### src/rtl/alarm_pkg.sv
// Shared types and widths for the alarm clock ring controller.
package alarm_pkg;

  localparam int DEF_TICK_HZ = 4;
  localparam int HOUR_W      = 5;
  localparam int MIN_W       = 6;

  typedef enum logic [1:0] {
    IDLE   = 2'd0,
    RING   = 2'd1,
    SNOOZE = 2'd2
  } state_e;

endpackage

### src/rtl/alarm_beep_gen.sv
// Beep cadence generator: phase counter advanced by tick, buzzer on for the
// first BEEP_ON phases of each BEEP_PERIOD. Output is registered.
module alarm_beep_gen #(
  parameter int BEEP_PERIOD = 2,
  parameter int BEEP_ON     = 1
) (
  input  logic clk,
  input  logic rst_n,
  input  logic clr,
  input  logic en,
  input  logic tick,
  output logic beep
);

  localparam int PH_W = (BEEP_PERIOD > 1) ? $clog2(BEEP_PERIOD) : 1;

  logic [PH_W-1:0] phase_q, phase_d;
  logic            beep_q, beep_d;

  // NOTE: every always_comb output gets a default first so no path can infer a latch.
  always_comb begin
    phase_d = phase_q;
    if (clr || !en) begin
      phase_d = '0;
    end else if (tick) begin
      phase_d = (phase_q == PH_W'(BEEP_PERIOD - 1)) ? '0 : phase_q + PH_W'(1);
    end
    // Computed from the next phase so the buzzer lines up with the state register.
    beep_d = en && (phase_d < PH_W'(BEEP_ON));
  end

  // NOTE: sequential state uses non-blocking assignments so all flops update together.
  always_ff @(posedge clk or negedge rst_n) begin
    if (!rst_n) begin
      phase_q <= '0;
      beep_q  <= 1'b0;
    end else begin
      phase_q <= phase_d;
      beep_q  <= beep_d;
    end
  end

  assign beep = beep_q;

endmodule

### src/rtl/alarm_ring_ctrl.sv
// Alarm ring/snooze/timeout sequencer with gated buzzer cadence.
// Define ALARM_ESCALATE_EN to hold the buzzer on for the second half of RING.
module alarm_ring_ctrl
  import alarm_pkg::*;
#(
  parameter int TICK_HZ     = DEF_TICK_HZ,
  parameter int RING_SEC    = 60,
  parameter int SNOOZE_MIN  = 5,
  parameter int MAX_SNOOZE  = 3,
  parameter int BEEP_PERIOD = 2,
  parameter int BEEP_ON     = 1
) (
  input  logic              clk,
  input  logic              rst_n,
  input  logic              tick_4hz,
  input  logic              min_tick,
  input  logic [HOUR_W-1:0] cur_hour,
  input  logic [MIN_W-1:0]  cur_min,
  input  logic [HOUR_W-1:0] alarm_hour,
  input  logic [MIN_W-1:0]  alarm_min,
  input  logic              alarm_en,
  input  logic              key_stop,
  input  logic              key_snooze,
  output logic              buzzer_out,
  output logic              ringing,
  output logic              snoozed,
  output logic [1:0]        snooze_used
);

  localparam int RING_TICKS = RING_SEC * TICK_HZ;
  localparam int CNT_W      = $clog2(RING_TICKS);
  localparam int SL_W       = $clog2(SNOOZE_MIN + 1);

  state_e            state_q, state_d;
  logic [CNT_W-1:0]  ring_cnt_q, ring_cnt_d;
  logic [SL_W-1:0]   snooze_left_q, snooze_left_d;
  logic [1:0]        snooze_used_q, snooze_used_d;
  logic              ringing_q, ringing_d;
  logic              snoozed_q, snoozed_d;
  logic              time_match, timeout, ring_entry, beep;

  always_comb begin
    state_d       = state_q;
    ring_cnt_d    = ring_cnt_q;
    snooze_left_d = snooze_left_q;
    snooze_used_d = snooze_used_q;
    time_match    = min_tick && (cur_hour == alarm_hour) && (cur_min == alarm_min);
    timeout       = tick_4hz && (ring_cnt_q == CNT_W'(RING_TICKS - 1));

    if (!alarm_en) begin
      state_d = IDLE;
    end else begin
      case (state_q)
        IDLE: begin
          // A match coinciding with stop is swallowed; the next match is a day later.
          if (time_match && !key_stop) begin
            state_d       = RING;
            ring_cnt_d    = '0;
            snooze_used_d = '0;
          end
        end
        RING: begin
          if (key_stop || timeout) begin
            state_d = IDLE;
          end else if (key_snooze && (snooze_used_q < 2'(MAX_SNOOZE))) begin
            state_d       = SNOOZE;
            snooze_used_d = snooze_used_q + 2'd1;
            snooze_left_d = SL_W'(SNOOZE_MIN);
          end else if (tick_4hz) begin
            ring_cnt_d = ring_cnt_q + CNT_W'(1);
          end
        end
        SNOOZE: begin
          if (key_stop) begin
            state_d = IDLE;
          end else if (min_tick) begin
            snooze_left_d = snooze_left_q - SL_W'(1);
            if (snooze_left_q == SL_W'(1)) begin
              state_d    = RING;
              ring_cnt_d = '0;
            end
          end
        end
        default: state_d = IDLE;
      endcase
    end

    ring_entry = (state_d == RING) && (state_q != RING);
    ringing_d  = (state_d == RING);
    snoozed_d  = (state_d == SNOOZE);
  end

  always_ff @(posedge clk or negedge rst_n) begin
    if (!rst_n) begin
      state_q       <= IDLE;
      ring_cnt_q    <= '0;
      snooze_left_q <= '0;
      snooze_used_q <= '0;
      ringing_q     <= 1'b0;
      snoozed_q     <= 1'b0;
    end else begin
      state_q       <= state_d;
      ring_cnt_q    <= ring_cnt_d;
      snooze_left_q <= snooze_left_d;
      snooze_used_q <= snooze_used_d;
      ringing_q     <= ringing_d;
      snoozed_q     <= snoozed_d;
    end
  end

  alarm_beep_gen #(
    .BEEP_PERIOD(BEEP_PERIOD),
    .BEEP_ON    (BEEP_ON)
  ) u_beep (
    .clk  (clk),
    .rst_n(rst_n),
    .clr  (ring_entry),
    .en   (ringing_d),
    .tick (tick_4hz),
    .beep (beep)
  );

`ifdef ALARM_ESCALATE_EN
  logic esc_q, esc_d;

  // Continuous tone once half the ring window has elapsed; a snooze re-entry clears ring_cnt.
  always_comb begin
    esc_d = ringing_d && (ring_cnt_d >= CNT_W'(RING_TICKS / 2));
  end

  always_ff @(posedge clk or negedge rst_n) begin
    if (!rst_n) esc_q <= 1'b0;
    else        esc_q <= esc_d;
  end

  assign buzzer_out = beep | esc_q;
`else
  assign buzzer_out = beep;
`endif

  assign ringing     = ringing_q;
  assign snoozed     = snoozed_q;
  assign snooze_used = snooze_used_q;

endmodule

### config.mk
export PLATFORM = sky130hd
export DESIGN_NAME = alarm_ring_ctrl
export DESIGN_NICKNAME = d
export VERILOG_FILES = /design/src/rtl/alarm_pkg.sv /design/src/rtl/alarm_beep_gen.sv /design/src/rtl/alarm_ring_ctrl.sv
export SDC_FILE = /design/constraint.sdc
export NUM_CORES = 1
export LEC_CHECK = 0
export BUFFER_PORTS_ARGS = -buffer_cell sky130_fd_sc_hd__buf_2
export CORE_ASPECT_RATIO = 0.75
export CORE_UTILIZATION = 51
export DETAILED_ROUTE_END_ITERATION = 6
export PLACE_DENSITY_LB_ADDON = 0.08
export SLEW_MARGIN = 20
export SYNTH_ARGS = -nofsm -noshare
export SYNTH_HDL_FRONTEND = slang
export SYNTH_SLANG_ARGS = --single-unit
### constraint.sdc
create_clock -name clk -period 2.9 [get_ports clk]
set_input_delay 0 -clock clk [delete_from_list [all_inputs] [get_ports clk]]
set_output_delay 0 -clock clk [all_outputs]
set_load 0.01 [all_outputs]
==> results.json <==
{
  "status": "finished, violations left",
  "violations": "design-rule violations",
  "clockBufferDepth": 2,
  "cts_resized": 0,
  "cts_root_buf": "clkbuf_4",
  "setup_viol": 0,
  "crit_family": "compound AO/OA/AOI/OAI gates",
  "ys_ff_latch": 19,
  "synthTopCellsByArea": "dfrtp_1 (40%), xor2_1 (8.8%), ha_1 (4.2%), nand2_1 (3.2%), nand3_1 (2.5%)",
  "p_int_uw": 354,
  "clkPwrFrac_pct": 28.1,
  "routed_wl_mm": 2.38,
  "drtIter0Drc": 32,
  "rows": 14,
  "cp_data_required_time_ns": 3.14,
  "finalCritPeriodShare_pct": 77.2,
  "port_buffers": 33,
  "grt_pass1_wl_mm": 4.16,
  "finalHoldViolCount": 0,
  "hpwl_mm": 1.87,
  "hold_path.startpoint": "alarm_en",
  "vias": 1023,
  "finClkSkew_ns": 0.00535,
  "max_cap_viol_count": 0,
  "ys_types": 41,
  "switchingPower_uw": 121,
  "cts.reportedPaths.clkPinSlew_ns": 0.11,
  "post_cts_buffers": 0,
  "io_pins": 34,
  "post_route_cells_drive_above_1_share_pct": 26.1,
  "total_power_uw": 475,
  "drt-vias-per-instance": 5.65,
  "antenna_found_initial": 0,
  "ant_nets": 0,
  "grt_max_degree": 20,
  "wl_per_cell_um": 13.1,
  "synth_largest_area_cell": "dfrtp_1",
  "cp.buffers_inverters": 0,
  "arrival_ns": 2.48,
  "cts_hold_buf": 1,
  "synth_top_area_share_pct": 39.9,
  "synthFlopType": "dfrtp_1",
  "ir_worst_vdd_uv": 290,
  "synth-edff-count": 0,
  "r2r-end": "ring_cnt_q[7]$_DFFE_PN0P_",
  "report.final.slew_viol_count": 0,
  "grt_pass1_vias": 938,
  "worstHoldPathType": "in -> reg",
  "ys_seq_area_share_pct": 39.9,
  "path_cells": "ha_1 > and3_1 > a311o_1 > or3_1 > o41ai_2 > a21o_1",
  "start_kind": "flop",
  "yosys_warnings": 0,
  "syn_inst": 123,
  "cts.sinks": 19,
  "sw_frac_of_total_pct": 25.4,
  "netlist_area_um2": 1190,
  "critPathCaptureType": "flop",
  "htreeDepth": 1,
  "period_minus_slack_ns": 2.24,
  "slowest_stage": "or3_1",
  "die_h_um": 43.9,
  "max_stage_delay_ns": 0.48,
  "crit_start": "ring_cnt_q[0]$_DFFE_PN0P_",
  "fin_tns_setup_ns": 0,
  "p_leak_nw": 0.705,
  "slew-limit-headroom_pct": 60.3,
  "crit_end": "ring_cnt_q[7]$_DFFE_PN0P_",
  "timing.fmax_mhz": 447,
  "crit_type": "reg -> reg",
  "crit_cells": 6,
  "power_frac_seq_pct": 58.6,
  "core_um2": 2100,
  "worst_pin_slew_ns": 0.588,
  "gp_congestion": 0.772,
  "clock_latency_ns": 0.30,
  "dr.pass1.iters": 6,
  "overflow": 0,
  "grtUsageTotal_pct": 21.6,
  "cts_tree": "yes",
  "async_reset_ff_share_pct": 100,
  "die-area_um2": 2540,
  "synth_fp_nets": 156,
  "r2r-start": "ring_cnt_q[0]$_DFFE_PN0P_",
  "nets": 191,
  "r2r_slack_ns": 0.66,
  "rsz0062_at_grt": "no",
  "area_delta_synth_final_pct": 18.1,
  "reg2reg_depth": 6,
  "start_util_pct": 56.7,
  "pwr-share-comb_pct": 13.2,
  "die_w_um": 57.8,
  "p_per_area_nw_per_um2": 338,
  "drc": 3,
  "numCtsBuffers": 3,
  "cp_max_fo": 6,
  "antenna_cells": 0,
  "avgSynthCellArea_um2": 9.68
}
==> metrics by stage <==
stage | cells | hold slack, ns | setup WS, ns | util (%) | area [um^2]
2_1_floorplan | 123 | -0.296 | 0.810 | - | 1190
3_3_place_gp | 176 | -0.0411 | 0.747 | 65.1 | 1370
3_5_place_dp | 176 | -0.0372 | 0.704 | 65.1 | 1370
4_1_cts | 181 | 0.0114 | 0.664 | 66.9 | 1410
5_1_grt | 181 | 0.0199 | 0.519 | 66.9 | 1410
6_report | 181 | 0.0212 | 0.661 | 66.9 | 1410
==> power by group through the flow <==
stage | clock [mW] | sequential [mW] | combinational, mW
finish | 0.134 | 0.278 | 0.0629
global route | 0.151 | 0.280 | 0.0705
CTS | 0.140 | 0.278 | 0.0635
detailed placement | 0 | 0.283 | 0.0620
global placement | 0 | 0.283 | 0.0600
floorplan | 0 | 0.282 | 0.0286
==> flip-flops by register name, summed over array words and instances (netlist names) <==
name and cells:
ring_cnt_q 8, snoozed 1, snooze_left_q 3, u_beep.beep 1
ringing 1, snooze_used 2, u_beep.phase_q 1, state_q 2
==> area by class of cell <==
class | count | area, um^2
clock buffer | 3 | 22.5
clock inverter | 1 | 5.00
fill | 189 | 696
inverter | 4 | 15.0
multi-input combinational | 96 | 683
sequential | 19 | 475
tap | 24 | 30.0
timing repair buffer | 34 | 175
==> logic make-up (layout without fill, tap and decap cells) <==
logic type / Yosys count / after routing / synth area share (%)
AND/OR/NAND/NOR: 47 / 47 / 22.7
AO/OA/AOI/OAI: 31 / 31 / 19.9
flip-flops: 19 / 19 / 39.9
XOR/XNOR: 12 / 12 / 8.82
buffers and inverters: 8 / 42 / 2.73
adder cells (fa/ha/maj): 4 / 4 / 4.20
multiplexers: 2 / 2 / 1.79
==> cells in the mapped netlist (all sizes together), types with 3 or more instances <==
| cell | count |
|---|---|
| a21oi | 3 |
| nor2 | 4 |
| dfrtp | 19 |
| nor4 | 3 |
| inv | 4 |
| o21a | 3 |
| nand2 | 10 |
| o21ai | 5 |
| nand3 | 6 |
| and3 | 3 |
| nand2b | 4 |
| nor3 | 3 |
| xor2 | 12 |
| ha | 4 |
| a21o | 3 |
| a211o | 3 |
| o31ai | 4 |
| nor3b | 3 |
==> worst register-to-register path, delay by kind of cell, from the launching register on <==
kind / cells / cell delay [ns]
adder cells (fa/ha/maj): 1 / 0.24
AO/OA/AOI/OAI: 3 / 0.82
AND/OR/NAND/NOR: 2 / 0.70
flip-flops: 1 / 0.42
==> layout by cell type (no fill, tap or decap), drive strengths merged, types with 2 or more instances in the layout <==
cell	instances
nand2b	4
o21ai	5
ha	4
a221oi	2
a21o	3
a21oi	3
nor3b	3
o31ai	4
clkbuf	3
xor2	12
buf	33
nor3	3
inv	4
nand2	10
dfrtp	19
nor4	3
o21a	3
a211o	3
and3	3
nor2b	2
nor2	4
nand3	6
==> worst min-delay path by stage <==
| stage | cells after the start | to |
|---|---|---|
| after floorplan | 0 | ring_cnt_q[0]$_DFFE_PN0P_ |
| after global routing | 2 | ringing$_DFF_PN0_ |
| final | 2 | state_q[0]$_DFF_PN0_ |
| after detailed placement | 1 | ringing$_DFF_PN0_ |
| after global placement | 1 | u_beep.beep$_DFF_PN0_ |
| after CTS | 2 | state_q[0]$_DFF_PN0_ |
==> layer usage <==
layer,global-route usage [%],vias up,wire length (um)
li1,-,524,-
met1,30.2,469,1240
met2,34.5,30,1000
met3,6.27,0,133
met4,2.86,0,0
met5,0,-,0
Power figures use the tool's default switching activity.
